<file path="src/rtl/riscv_ctrl_pkg.sv">
// Shared control encodings for the multi-cycle RV32I datapath.
// These encodings are also used by the ALU control decoder and the datapath muxes.
package riscv_ctrl_pkg;

  typedef enum logic [3:0] {
    S_FETCH    = 4'd0,
    S_DECODE   = 4'd1,
    S_MEMADR   = 4'd2,
    S_MEMREAD  = 4'd3,
    S_MEMWB    = 4'd4,
    S_MEMWRITE = 4'd5,
    S_EXECUTER = 4'd6,
    S_EXECUTEI = 4'd7,
    S_ALUWB    = 4'd8,
    S_BEQ      = 4'd9,
    S_JAL      = 4'd10,
    S_TRAP     = 4'd11
  } state_t;

  localparam logic [6:0] OP_LW  = 7'b0000011;
  localparam logic [6:0] OP_SW  = 7'b0100011;
  localparam logic [6:0] OP_R   = 7'b0110011;
  localparam logic [6:0] OP_I   = 7'b0010011;
  localparam logic [6:0] OP_BEQ = 7'b1100011;
  localparam logic [6:0] OP_JAL = 7'b1101111;

  localparam logic [1:0] ALUOP_ADD  = 2'b00;
  localparam logic [1:0] ALUOP_SUB  = 2'b01;
  localparam logic [1:0] ALUOP_FUNC = 2'b10;

  localparam logic [1:0] SRCA_PC    = 2'b00;
  localparam logic [1:0] SRCA_OLDPC = 2'b01;
  localparam logic [1:0] SRCA_RD1   = 2'b10;

  localparam logic [1:0] SRCB_RD2  = 2'b00;
  localparam logic [1:0] SRCB_IMM  = 2'b01;
  localparam logic [1:0] SRCB_FOUR = 2'b10;

  localparam logic [1:0] RES_ALUOUT    = 2'b00;
  localparam logic [1:0] RES_MEMDATA   = 2'b01;
  localparam logic [1:0] RES_ALURESULT = 2'b10;

  localparam logic [1:0] IMM_I = 2'b00;
  localparam logic [1:0] IMM_S = 2'b01;
  localparam logic [1:0] IMM_B = 2'b10;
  localparam logic [1:0] IMM_J = 2'b11;

endpackage

</file>
<file path="src/rtl/imm_src_decode.sv">
// Immediate-format select, decoded straight from the instruction opcode.
module imm_src_decode
  import riscv_ctrl_pkg::*;
(
  input  logic [6:0] opcode,
  output logic [1:0] immsrc
);

  // Opcode to immediate format; anything unrecognised falls back to I-type.
  always_comb begin
    immsrc = IMM_I;
    case (opcode)
      OP_LW:   immsrc = IMM_I;
      OP_I:    immsrc = IMM_I;
      OP_SW:   immsrc = IMM_S;
      OP_BEQ:  immsrc = IMM_B;
      OP_JAL:  immsrc = IMM_J;
      default: immsrc = IMM_I;
    endcase
  end

endmodule

</file>
<file path="src/rtl/multicycle_main_control.sv">
// Main control FSM for the multi-cycle RV32I datapath.
// Moore outputs decode from the state register; immsrc and pcwrite are the
// only paths that see the opcode / zero inputs combinationally.
// Optional build macro MAIN_CTRL_ILLEGAL_TRAP_EN: unknown opcodes trap and
// raise the sticky illegal_op flag instead of being skipped as nops.
module multicycle_main_control
  import riscv_ctrl_pkg::*;
#(
  parameter int CNT_W = 32
) (
  input  logic             clk,
  input  logic             reset,
  input  logic [6:0]       opcode,
  input  logic             zero,
  output logic [1:0]       aluop,
  output logic [1:0]       alusrca,
  output logic [1:0]       alusrcb,
  output logic [1:0]       resultsrc,
  output logic [1:0]       immsrc,
  output logic             adrsrc,
  output logic             irwrite,
  output logic             regwrite,
  output logic             memwrite,
  output logic             pcwrite,
  output logic [CNT_W-1:0] instret,
  output logic             illegal_op
);

  localparam logic [CNT_W-1:0] CNT_ONE = CNT_W'(1);

  state_t           state_r;
  state_t           next_state_s;
  logic [CNT_W-1:0] instret_r;
  logic             irwrite_s;
  logic             regwrite_s;
  logic             memwrite_s;
  logic             branch_s;
  logic             pcupdate_s;
  logic             retire_s;

  imm_src_decode u_imm_src_decode (
    .opcode (opcode),
    .immsrc (immsrc)
  );

  // State register; reset always lands in a full fetch.
  always_ff @(posedge clk) begin
    if (reset) begin
      state_r <= S_FETCH;
    end else begin
      state_r <= next_state_s;
    end
  end

  // Next-state and Moore output decode.
  always_comb begin
    next_state_s = S_FETCH;
    aluop        = ALUOP_ADD;
    alusrca      = SRCA_PC;
    alusrcb      = SRCB_RD2;
    resultsrc    = RES_ALUOUT;
    adrsrc       = 1'b0;
    irwrite_s    = 1'b0;
    regwrite_s   = 1'b0;
    memwrite_s   = 1'b0;
    branch_s     = 1'b0;
    pcupdate_s   = 1'b0;
    retire_s     = 1'b0;
    case (state_r)
      S_FETCH: begin
        irwrite_s    = 1'b1;
        alusrcb      = SRCB_FOUR;
        resultsrc    = RES_ALURESULT;
        pcupdate_s   = 1'b1;
        next_state_s = S_DECODE;
      end
      S_DECODE: begin
        // Precompute the branch target into aluout while decoding.
        alusrca = SRCA_OLDPC;
        alusrcb = SRCB_IMM;
        case (opcode)
          OP_LW:   next_state_s = S_MEMADR;
          OP_SW:   next_state_s = S_MEMADR;
          OP_R:    next_state_s = S_EXECUTER;
          OP_I:    next_state_s = S_EXECUTEI;
          OP_BEQ:  next_state_s = S_BEQ;
          OP_JAL:  next_state_s = S_JAL;
`ifdef MAIN_CTRL_ILLEGAL_TRAP_EN
          default: next_state_s = S_TRAP;
`else
          default: next_state_s = S_FETCH;
`endif
        endcase
      end
      S_MEMADR: begin
        alusrca = SRCA_RD1;
        alusrcb = SRCB_IMM;
        if (opcode == OP_LW) begin
          next_state_s = S_MEMREAD;
        end else begin
          next_state_s = S_MEMWRITE;
        end
      end
      S_MEMREAD: begin
        adrsrc       = 1'b1;
        next_state_s = S_MEMWB;
      end
      S_MEMWB: begin
        resultsrc    = RES_MEMDATA;
        regwrite_s   = 1'b1;
        retire_s     = 1'b1;
        next_state_s = S_FETCH;
      end
      S_MEMWRITE: begin
        adrsrc       = 1'b1;
        memwrite_s   = 1'b1;
        retire_s     = 1'b1;
        next_state_s = S_FETCH;
      end
      S_EXECUTER: begin
        alusrca      = SRCA_RD1;
        alusrcb      = SRCB_RD2;
        aluop        = ALUOP_FUNC;
        next_state_s = S_ALUWB;
      end
      S_EXECUTEI: begin
        alusrca      = SRCA_RD1;
        alusrcb      = SRCB_IMM;
        aluop        = ALUOP_FUNC;
        next_state_s = S_ALUWB;
      end
      S_ALUWB: begin
        regwrite_s   = 1'b1;
        retire_s     = 1'b1;
        next_state_s = S_FETCH;
      end
      S_BEQ: begin
        alusrca      = SRCA_RD1;
        alusrcb      = SRCB_RD2;
        aluop        = ALUOP_SUB;
        branch_s     = 1'b1;
        retire_s     = 1'b1;
        next_state_s = S_FETCH;
      end
      S_JAL: begin
        // pc <= aluout (target); aluresult = oldpc + 4 becomes the link value.
        alusrca      = SRCA_OLDPC;
        alusrcb      = SRCB_FOUR;
        pcupdate_s   = 1'b1;
        next_state_s = S_ALUWB;
      end
`ifdef MAIN_CTRL_ILLEGAL_TRAP_EN
      S_TRAP: begin
        next_state_s = S_TRAP;
      end
`endif
      default: begin
        next_state_s = S_FETCH;
      end
    endcase
  end

  // Write strobes are suppressed while reset is asserted so an abandoned
  // instruction leaves no architectural side effect.
  assign irwrite  = irwrite_s  & ~reset;
  assign regwrite = regwrite_s & ~reset;
  assign memwrite = memwrite_s & ~reset;
  assign pcwrite  = ~reset & (pcupdate_s | (branch_s & zero));

  // Retired-instruction counter, bumped on the edge leaving a final state.
  always_ff @(posedge clk) begin
    if (reset) begin
      instret_r <= {CNT_W{1'b0}};
    end else if (retire_s) begin
      instret_r <= instret_r + CNT_ONE;
    end else begin
      instret_r <= instret_r;
    end
  end

  assign instret = instret_r;

`ifdef MAIN_CTRL_ILLEGAL_TRAP_EN
  logic illegal_r;

  // Sticky flag set on the edge that enters TRAP; only reset clears it.
  always_ff @(posedge clk) begin
    if (reset) begin
      illegal_r <= 1'b0;
    end else if ((state_r == S_DECODE) && (next_state_s == S_TRAP)) begin
      illegal_r <= 1'b1;
    end else begin
      illegal_r <= illegal_r;
    end
  end

  assign illegal_op = illegal_r;
`else
  assign illegal_op = 1'b0;
`endif

endmodule
</file>
<file path="config.mk">
export PLATFORM = sky130hd
export DESIGN_NAME = multicycle_main_control
export DESIGN_NICKNAME = d
export VERILOG_FILES = /design/src/rtl/riscv_ctrl_pkg.sv /design/src/rtl/imm_src_decode.sv /design/src/rtl/multicycle_main_control.sv
export SDC_FILE = /design/constraint.sdc
export NUM_CORES = 1
export LEC_CHECK = 0
export CAP_MARGIN = 15
export CORE_ASPECT_RATIO = 1.25
export CORE_MARGIN = 5
export CORE_UTILIZATION = 25
export CTS_BUF_LIST = sky130_fd_sc_hd__clkbuf_8
export CTS_CLUSTER_SIZE = 20
export DETAILED_ROUTE_END_ITERATION = 16
export GPL_TIMING_DRIVEN = 0
export MAX_ROUTING_LAYER = met4
export PLACE_DENSITY_LB_ADDON = 0.08
export REMOVE_ABC_BUFFERS = 1
export SKIP_CTS_REPAIR_TIMING = 1
export SYNTH_ARGS = -nofsm -noshare
export SYNTH_HDL_FRONTEND = slang
export SYNTH_SLANG_ARGS = --single-unit
</file>
<file path="constraint.sdc">
create_clock -name clk -period 2.6 [get_ports clk]
set_clock_uncertainty 0.2 [all_clocks]
set_input_delay 0.65 -clock clk [delete_from_list [all_inputs] [get_ports clk]]
set_output_delay 0.65 -clock clk [all_outputs]
set_load 0.05 [all_outputs]
</file>
After elaboration in Yosys (flattened, before gate mapping) --
Index checks and enable logic that the tools add are counted.
Word-level totals: word-level logic and storage cells 52, flip-flop bits (word level) 36
Cells by class: add/subtract/negate cells 1, multiplexer cells 15, eq/ne operators 16, bitwise gates (word level) 7, reductions and logical operators 11
Operator list (number):
- $pmux W4 S5 | 2
- $add A32 B1 Y32 const B | 1
- $eq A4 B3 Y1 const B | 4
- $pmux W2 S2 | 4
- $eq A7 B6 Y1 const B | 2
- $eq A7 B7 Y1 const B | 2
- $eq A4 B4 Y1 const B | 3
- $reduce_or A2 Y1 | 6
- $eq A4 B2 Y1 const B | 2
- $reduce_or A4 Y1 | 2
- $eq A7 B2 Y1 const B | 1
- $eq A7 B5 Y1 const B | 1
- $mux W1 | 7
- $pmux W2 S3 | 1
- $reduce_or A3 Y1 | 2
- $and A1 B1 Y1 | 5
- $eq A4 B1 Y1 const B | 1
- $logic_not A4 Y1 | 1
- $mux W3 | 1
- $not A1 Y1 | 1
- $or A1 B1 Y1 | 1

Logic depth before layout (Yosys ltp) --
Gate-level depths: netlist of run 1.
depth after elaboration 5, depth in mapped cells 6

Modules after synthesis --
Synthesis of run 1 repeated with hierarchy kept, for this count alone.
Second synthesis, totals: cells, all modules 249, area total of the unflattened synthesis 1994.4 µm²
By module, submodules not included:
- multicycle_main_control | cells each 243, area each 1950.6 µm², seq. area each 720.7 µm², instances 1
- imm_src_decode | cells each 6, area each 43.8 µm², seq. area each 0.0 µm², instances 1

Least setup slack after synthesis of run 1 --
No wires, ideal clock.
path kind input -> output, from input opcode[3], to output immsrc[0], buffers on the path 0, setup slack -981 ps, data arrival time 2731 ps, stages on the path 3, cell sequence or3_1 > o21ai_0 > nor4b_1
Between the ends: word-level cells in the longest chain between the ends 2, elaborated cells on any way between the ends 4, classes of those cells eq/ne (3); mux (1)
RTL lines:
- start: declaration | RTL line multicycle_main_control.sv:13 | input logic [6:0] opcode,
- $eq A7 B7 Y1 or $eq A7 B6 Y1 (tied branches) | RTL line imm_src_decode.sv:12 | case (opcode)
- $pmux W2 S3 (*) | RTL line imm_src_decode.sv:12
- end: declaration | RTL line multicycle_main_control.sv:19 | output logic [1:0] immsrc,
Every way passes the cells marked *; elsewhere a longest branch is shown, timed or not.

Worst setup path in the final report of run 1 --
Ends and elaborated chain as after synthesis.

==> results.md, run 1 <==
* Worst VDD drop at 0.1776 mV
* Syn Std Cell Area at 1997 um^2
* Hold path depth at 2
* DRT Wirelength at 5586 um
* Vias in the first global route at 1900
* Worst hold endpoint: instret[23]
* Sequential area share after synthesis at 36.09%
* Int Power at 802.1 uW
* CTS tree: built
* P_sw at 290.1 uW
* Initial DRC Count at 118
* Final hold vios at 0
* # IOs at 58
* Worst reg2reg path endpoint: instret[24]
* Synth unique cells at 36
* Antenna Nets Post-Route at 0
* GRT overflow at 0
* Syn_area_per_cell at 7.956 um^2
* Iteration count of the initial detailed-routing pass at 4
* Synth Warn # at 0
* Reg2reg start: state_r[3]
* H-Tree Level Count at 2
* Clock share of power at 38.9%
* Slew Viols, Final at 0
* Die Ht at 109.9 um
* Util after Layout at 35.82%
* Comb pwr share at 10.0%
* Most common cell after layout, fill and taps aside: clkdlybuf4s50_1
* Pwr Density at 391.3 nW/um^2
* Routed len/inst at 14.11 um
* Diodes inserted at 0
* Initial Utilization at 25.63%
* F_max at 390.5 MHz
* R2R Setup Slk at 0.26 ns
* Hold WS at 0.3014 ns
* Layout cells sized above 1 at 12.96%
* Clock sinks at 36
* Reg2Reg Depth at 4
* Worst EP required at 1.75 ns
* Yosys reg bits at 36
* Total CTS buffers at 5
* DRC at 0
* Via density at 5.040
* Core area at 7792 um^2
* Lkg Pwr at 1.056 nW
* Clock transition at path regs at 0.08 ns
* Hold Crit Class: reg2reg
* Total track usage at 11.41%
* Initial antenna violation count at 0
* Max Fanout on Critical Path at 4
* Detail Placement HPWL at 3809 um
* Mapped Cells at 251
* Tot Pwr at 1.092 mW
* Root buffer cell: clkbuf_8
* Port bufs at 56
* Status: finished, final reports clean
* Final nets at 311
* Worst slew pin tran at 0.6021 ns
* Startpoint types: input port
* Critical path arrival at 1.71 ns
* Crit end category: output port
* Flop pwr share at 51.1%
* Largest net degree at the start of global routing at 44
* Maxcap violations at 0
* Max-slew headroom at 59.57%
* Type of the worst setup path: in2out
* Period utilisation layout at 98.50%
* Die X at 89.94 um
* Gpl congestion at 0.7561
* Setup-failing EPs final at 0
* Sw frac at 26.56%
* Tmin final at 2.561 ns
* Bufs on Longest Clock Path at 2
* Commonest cells after routing, fill and taps aside: 34 x clkdlybuf4s50_1, 32 x dfxtp_1, 24 x nor2_1
* Worst Min Path Start: instret[23]
* Die Area at 9887 um^2
* DR vias at 1996
* Pre-CTS setup slack at -0.9877 ns
* Worst-Skew Late Latency at 0.29 ns
* # rows at 36
* Setup ws final at 0.03889 ns
* Area Growth Syn to Fin at 39.79%
* First-pass GRT wire length at 9170 um
==> synth_stat cells <==
| cell | number | share of area (%) |
|---|---|---|
| dfxtp_1 | 36 | 36 |
| a21oi_1 | 24 | 6.0 |
| nor2_1 | 24 | 4.5 |
| nand2_1 | 13 | 2.4 |
| clkbuf_1 | 12 | 2.3 |
| o21ai_0 | 11 | 2.8 |
| or4_1 | 11 | 4.1 |
| or3_1 | 10 | 3.1 |
| inv_1 | 9 | 1.7 |
| o31ai_1 | 9 | 3.4 |
| xnor2_1 | 9 | 3.9 |
| nand3_1 | 8 | 2.0 |
| nand4_1 | 8 | 2.5 |
| nor2b_1 | 7 | 2.2 |
| nor3_1 | 7 | 1.8 |
| nor4_1 | 7 | 2.2 |
| and4_1 | 6 | 2.6 |
| mux2_2 | 6 | 3.4 |
| xor2_1 | 6 | 2.6 |
| nand2b_1 | 4 | 1.3 |
| nor4b_1 | 3 | 1.3 |
| a21o_1 | 2 | 0.75 |
| and3_1 | 2 | 0.63 |
| buf_1 | 2 | 0.38 |
| nand3b_1 | 2 | 0.75 |
| nand4b_1 | 2 | 0.88 |
| nor3b_1 | 2 | 0.75 |
| a211o_1 | 1 | 0.44 |
| a32oi_1 | 1 | 0.44 |
| and2_1 | 1 | 0.31 |
| and3b_1 | 1 | 0.44 |
| buf_2 | 1 | 0.25 |
| buf_4 | 1 | 0.38 |
| conb_1 | 1 | 0.19 |
| ha_1 | 1 | 0.63 |
| nand4bb_1 | 1 | 0.56 |
==> layer usage <==
layer | part of all wire [%] | track usage (%)
met3 | 5.1 | 3.149
met4 | 0.97 | 4.149
met2 | 48 | 18.25
met5 | 0 | -
met1 | 46 | 13.82
==> registers in the layout, indices dropped and copies added, names as in the netlist <==
signal,flops
instret,32
state_r,4
==> power by group through the flow <==
| stage | clock network, mW | logic [mW] | registers [mW] |
|---|---|---|---|
| 3_5_place_dp | 0 | 0.104 | 0.572 |
| 2_1_floorplan | 0 | 0.0560 | 0.571 |
| 6_report | 0.425 | 0.109 | 0.559 |
| 5_1_grt | 0.466 | 0.118 | 0.559 |
| 4_1_cts | 0.450 | 0.105 | 0.559 |
| 3_3_place_gp | 0 | 0.105 | 0.572 |
==> stage by stage <==
step / instances / cell area (um^2) / TNS [ns]
after global placement: 386 / 2611 / -18.42
after CTS: 394 / 2699 / -9.640
final: 396 / 2791 / 0
after global routing: 396 / 2791 / -0.01432
after floorplan: 235 / 1932 / -3.520
after detailed placement: 386 / 2606 / -6.206
==> cell type report <==
type | instances | area (um^2)
Inverter | 9 | 33.78
Multi-Input combinational cell | 190 | 1231
Sequential cell | 36 | 728.2
Clock buffer | 6 | 82.58
Timing Repair Buffer | 58 | 586.8
Fill cell | 849 | 5001
Clock inverter | 2 | 10.01
Tap cell | 95 | 118.9
==> worst max-delay path, stage by stage <==
cell and delay [ns]:
dlymetal6s2s_1 0.17, or3_4 0.40, o21ai_2 0.07, nor4b_4 0.23
buf_6 0.19
==> cells by family after synthesis <==
family          after synthesis  synth area share (%)
compound gates               48                 13.78
xor+xnor                     15                 6.579
fa+ha+maj                     1                0.6265
buf+inv                      25                 4.950
flops                        36                 36.09
mux                           6                 3.383
other cells                   1                0.1878
simple gates                119                 34.40
==> worst max-delay path by stage <==
stage,from,endpoint,slack (ns),depth (start not counted)
detailed placement,opcode[3],immsrc[0],-0.99,5
floorplan,opcode[3],immsrc[0],-0.98,3
finish,opcode[3],immsrc[0],0.04,5
CTS,opcode[3],immsrc[0],-1.02,5
global route,opcode[3],immsrc[0],-0.01,5
global placement,reset,irwrite,-2.01,4
Note: power is estimated with default switching activity, not from simulation.
==> run 2, diff against run 1 <==
--- a/config.mk
+++ b/config.mk
@@ -8,8 +8,7 @@
 export CAP_MARGIN = 15
 export CORE_ASPECT_RATIO = 1.25
 export CORE_MARGIN = 5
-export CORE_UTILIZATION = 25
-export CTS_BUF_LIST = sky130_fd_sc_hd__clkbuf_8
+export CORE_UTILIZATION = 45
 export CTS_CLUSTER_SIZE = 20
 export DETAILED_ROUTE_END_ITERATION = 16
 export GPL_TIMING_DRIVEN = 0
==> constraint.sdc (replaced) <==
create_clock -name clk -period 2.7 [get_ports clk]
set_clock_uncertainty 0.2 [all_clocks]
set_input_delay 0.675 -clock clk [delete_from_list [all_inputs] [get_ports clk]]
set_output_delay 0.675 -clock clk [all_outputs]
set_load 0.05 [all_outputs]
==> results.md, run 2 (synthesis results as in run 1) <==
* Status: finished, final reports clean
* DP Cell Count at 349 (-9.6%)
* Iteration count of the initial detailed-routing pass at 4 (unchanged)
* Crit end category: output port
* Bufs on Longest Clock Path at 2 (unchanged)
* Period utilisation layout at 99.06%
* Area Growth Syn to Fin at 35.78%
* Initial DRC Count at 98 (-17%)
* Type of the worst setup path: in2out
* GRT overflow at 0 (unchanged)
* Final nets at 309 (-0.64%)
* Core area at 4358 um^2 (-44%)
* Reg2reg start: state_r[2]
* CTS tree: built
* Slew Viols, Final at 0 (unchanged)
* H-Tree Level Count at 2 (unchanged)
* Gpl congestion at 0.8203 (+8.5%)
* Final instance area at 2711 um^2 (-2.9%)
* Via density at 5.574 (+11%)
* Maxcap violations at 0 (unchanged)
* Number of flip-flops in the largest register at 32 (unchanged)
* Max-slew headroom at 63.78% (+4.2 points)
* Layout cells sized above 1 at 9.699% (-3.3 points)
* Detail Placement HPWL at 3364 um (-12%)
* # IOs at 58 (unchanged)
* Crit-path slowest cell: clkdlybuf4s50_1
* Port bufs at 56 (unchanged)
* Tmin final at 2.675 ns
* RSZ-0062 raised after global routing: no
* Total CTS buffers at 5 (unchanged)
* Non-filler instance count after layout at 357 (-9.8%)
* Critical path cell sequence: clkdlybuf4s50_1 > nand2_1 > nor3_2 > buf_6
* Die Ht at 84.48 um (-23%)
* DRT Wirelength at 4701 um (-16%)
* Final hold vios at 0 (unchanged)
* Setup-failing EPs final at 0 (unchanged)
* Die X at 69.58 um (-23%)
* F_max at 373.9 MHz
* # rows at 27 (-25%)
* Most common cell after layout, fill and taps aside: clkdlybuf4s50_1
* Worst-Skew Late Latency at 0.28 ns (about the same)
* Vias in the first global route at 1840 (-3.2%)
* Worst slew pin tran at 0.5394 ns (-0.06268 ns)
* Commonest cells after routing, fill and taps aside: 35 x clkdlybuf4s50_1, 32 x dfxtp_1, 24 x nor2_1, 24 x a21oi_1, 14 x dlymetal6s2s_1
* Initial Utilization at 45.82% (+20 points)
* Clock transition at path regs at 0.07 ns (about the same)
* Routed len/inst at 13.17 um (-6.6%)
* Worst VDD drop at 0.3022 mV (+70%)
* Hold Crit Class: reg2reg
* Setup crit start: opcode[0]
* Placed cell area at 2560 um^2 (-1.8%)
* Critical path arrival at 1.80 ns (+0.09 ns)
* Worst Min Path Start: instret[19]
* DR vias at 1990 (-0.30%)
* Antenna Nets Post-Route at 0 (unchanged)
* Startpoint types: input port
* Lkg Pwr at 1.049 nW (-0.62%)
* Clock sinks at 36 (unchanged)
* Largest net degree at the start of global routing at 44 (unchanged)
* Diodes inserted at 0 (unchanged)
* Max Fanout on Critical Path at 3 (-1)
* Initial antenna violation count at 0 (unchanged)
* Crit path largest cell delay at 0.51 ns (+0.11 ns)
* First-pass GRT wire length at 8066 um (-12%)
* DRC at 0 (unchanged)
* Die Area at 5878 um^2 (-41%)
* Worst EP required at 1.82 ns (+0.07 ns)
* Pwr Density at 378.4 nW/um^2 (-3.3%)
* Total track usage at 16.71% (+5.3 points)
* Root buffer cell: clkbuf_8
==> run 2: cell types whose count changed in the layout (fill, tap and decap cells not counted), moves of 2 or more <==
cell	change
buf_4	-2
clkbuf_2	-2
or4_1	+2
or4_4	-2
==> run 2: worst paths after layout <==
kind | end | slack [ns] | cells after the start
setup / recovery | immsrc[1] | 0.03 | 4
hold reg to reg | instret[19] | 0.30 | 2
hold / removal | instret[19] | 0.30 | 2
setup reg to reg | instret[23] | 0.23 | 4
==> run 2: cell type report <==
type | instances | area (um^2)
Fill cell | 400 | 1647
Multi-Input combinational cell | 190 | 1206
Sequential cell | 36 | 728.2
Timing Repair Buffer | 56 | 578.1
Clock buffer | 6 | 82.58
Tap cell | 58 | 72.57
Inverter | 9 | 33.78
Clock inverter | 2 | 10.01
==> run 2: layer usage <==
metal,up-vias,track usage [%],share of wire (%)
met5,-,-,0
met4,0,5.861,1.1
met3,4,4.311,6.3
met2,56,28.47,50
met1,915,18.85,43
li1,1015,-,-
==> run 2: where the power goes <==
part           internal, mW  switching, mW
sequential            0.532        0.00586
combinational        0.0341         0.0638
clock                 0.203          0.187
total                 0.769          0.257
==> run 2: worst max-delay path: cells and delay by family <==
family	cells	cell delay, ns
buffers and inverters	2	0.71
AND/OR/NAND/NOR	2	0.41
==> run 2: per-stage QoR <==
step	total power, mW	setup TNS (ns)	hold slack, ns	worst slack (ns)	utilization [%]
2_1_floorplan	0.6034	-2.853	0.3809	-0.9309	-
3_3_place_gp	0.6494	-11.14	0.2817	-1.805	58.86
3_5_place_dp	0.6482	-4.446	0.2905	-0.9223	58.74
4_1_cts	1.037	-7.554	0.3009	-0.9260	60.87
5_1_grt	1.069	0	0.3209	0.01558	62.22
6_report	1.026	0	0.2983	0.02541	62.22
==> run 3, diff against run 2 <==
--- a/config.mk
+++ b/config.mk
@@ -13,9 +13,8 @@
 export DETAILED_ROUTE_END_ITERATION = 16
 export GPL_TIMING_DRIVEN = 0
 export MAX_ROUTING_LAYER = met4
-export PLACE_DENSITY_LB_ADDON = 0.08
+export PLACE_DENSITY = 0.76
 export REMOVE_ABC_BUFFERS = 1
-export SKIP_CTS_REPAIR_TIMING = 1
 export SYNTH_ARGS = -nofsm -noshare
 export SYNTH_HDL_FRONTEND = slang
 export SYNTH_SLANG_ARGS = --single-unit
==> results.md, run 3 (synthesis results as in run 1) <==
* Antenna Nets Post-Route at 0 (unchanged)
* Hold WS at 0.2916 ns (-0.006637 ns)
* Slew Viols, Final at 0 (unchanged)
* Tmin final at 2.684 ns (+0.009020 ns)
* Placed cell area at 2560 um^2 (unchanged)
* Die Area at 5878 um^2 (unchanged)
* Lkg Pwr at 0.9257 nW (-12%)
* Final instance area at 2703 um^2 (-0.32%)
* Final hold vios at 0 (unchanged)
* Crit-path slowest cell: or3_1
* Total track usage at 17.27% (+0.55 points)
* CTS tree: built
* Total CTS buffers at 5 (unchanged)
* Gpl congestion at 0.8158 (-0.55%)
* Initial Utilization at 45.82% (unchanged)
* Worst slew pin tran at 0.5274 ns (-0.01208 ns)
* DRT Wirelength at 4898 um (+4.2%)
* Maxcap violations at 0 (unchanged)
* Crit end category: output port
* GRT overflow at 0 (unchanged)
* Max-slew headroom at 64.74% (+0.96 points)
* Initial DRC Count at 93 (-5.1%)
* Largest net degree at the start of global routing at 44 (unchanged)
* F_max at 372.6 MHz (-0.34%)
* Startpoint types: input port
* Vias in the first global route at 1889 (+2.7%)
* Critical path arrival at 1.81 ns (about the same)
* Hold Crit Class: reg2reg
* Type of the worst setup path: in2out
* DR vias at 1996 (+0.30%)
* Number of flip-flops in the largest register at 32 (unchanged)
* Final nets at 312 (+0.97%)
* Period utilisation layout at 99.39% (+0.33 points)
* Core area at 4358 um^2 (unchanged)
* Initial antenna violation count at 0 (unchanged)
* Detail Placement HPWL at 3386 um (+0.66%)
* Most common cell after layout, fill and taps aside: clkdlybuf4s50_1
* Max Fanout on Critical Path at 4 (+1)
* Via density at 5.544 (-0.53%)
* Root buffer cell: clkbuf_8
* Commonest cells after routing, fill and taps aside: 35 x clkdlybuf4s50_1, 32 x dfxtp_1, 24 x nor2_1, 24 x a21oi_1, 12 x nand2_1
* Routed len/inst at 13.61 um (+3.3%)
* # IOs at 58 (unchanged)
* Worst VDD drop at 0.2433 mV (-20%)
* Die X at 69.58 um (unchanged)
* Pwr Density at 380.9 nW/um^2 (+0.66%)
* Clock sinks at 36 (unchanged)
* # rows at 27 (unchanged)
* Port bufs at 56 (unchanged)
* H-Tree Level Count at 2 (unchanged)
* Worst EP required at 1.82 ns (about the same)
* Area Growth Syn to Fin at 35.34%
* Status: finished, final reports clean
* Worst-Skew Late Latency at 0.29 ns (about the same)
* Crit path largest cell delay at 0.41 ns (-0.10 ns)
* Die Ht at 84.48 um (unchanged)
* Critical path cell sequence: clkdlybuf4s15_1 > or3_1 > o21ai_2 > nor4b_4 > buf_6
* DRC at 0 (unchanged)
* Bufs on Longest Clock Path at 2 (unchanged)
* Clock transition at path regs at 0.07 ns (about the same)
* Iteration count of the initial detailed-routing pass at 4 (unchanged)
* Diodes inserted at 0 (unchanged)
* First-pass GRT wire length at 8273 um (+2.6%)
* Setup-failing EPs final at 0 (unchanged)
* Layout cells sized above 1 at 10.60% (+0.90 points)
-- run 3: cell types whose count changed in the layout (fill, tap and decap cells not counted), moves of 2 or more --
cell | before | now
clkinv_2 | 2 | 0
dlymetal6s2s_1 | 14 | 1
clkdlybuf4s15_1 | 0 | 3
dlygate4sd2_1 | 0 | 10
buf_4 | 2 | 5
clkbuf_1 | 0 | 2
-- run 3: worst paths after layout --
| kind | to | start | slack [ns] | cells past startpoint |
|---|---|---|---|---|
| hold / removal | instret[19] | instret[19] | 0.29 | 2 |
| setup reg to reg | instret[21] | state_r[3] | 0.28 | 4 |
| hold reg to reg | instret[19] | instret[19] | 0.29 | 2 |
| setup / recovery | immsrc[0] | opcode[6] | 0.02 | 5 |
-- run 3: cell type report --
type | instances | area [um^2]
clock buffers | 8 | 90.09
fillers | 388 | 1655
inverters | 9 | 33.78
multi-input cells | 190 | 1222
flip-flops and latches | 36 | 728.2
well taps | 58 | 72.57
repair buffers | 59 | 555.5
-- run 3: per-stage QoR --
step	cells	utilization, %	worst slack (ns)	setup TNS (ns)	power (mW)
2_1_floorplan	235	-	-0.9309	-2.853	0.6034
3_3_place_gp	349	58.86	-1.819	-10.81	0.6493
3_5_place_dp	349	58.74	-0.8992	-4.368	0.6490
4_1_cts	359	61.33	-0.08274	-0.08274	1.037
5_1_grt	360	62.02	-0.04562	-0.04562	1.072
6_report	360	62.02	0.01639	0	1.029
-- run 3: timing repair --
item                       CTS  global route
gates cloned                 0             0
pin swaps                    2             3
setup endpoints to repair   15             7
gates resized for setup     51            16
buffers inserted             2             1
hold buffers                 0             0
-- run 3: critical path: cells and delay by family --
kind            cells  cell delay (ns)
buf+inv             2             0.41
compound gates      1             0.09
simple gates        2             0.63
-- run 3: report_power, final --
group	total [mW]	switching (mW)	internal [mW]
logic	0.0993	0.0666	0.0327
registers	0.538	0.00637	0.532
clock network	0.392	0.184	0.208
total	1.03	0.257	0.772
-- run 3: layer usage --
layer / vias to the layer above / part of all wire (%) / track usage, %
li1: 1013 / - / -
met1: 917 / 44 / 19.04
met2: 58 / 49 / 29.69
met3: 8 / 5.5 / 4.072
met4: 0 / 2.0 / 7.105
met5: - / 0 / -
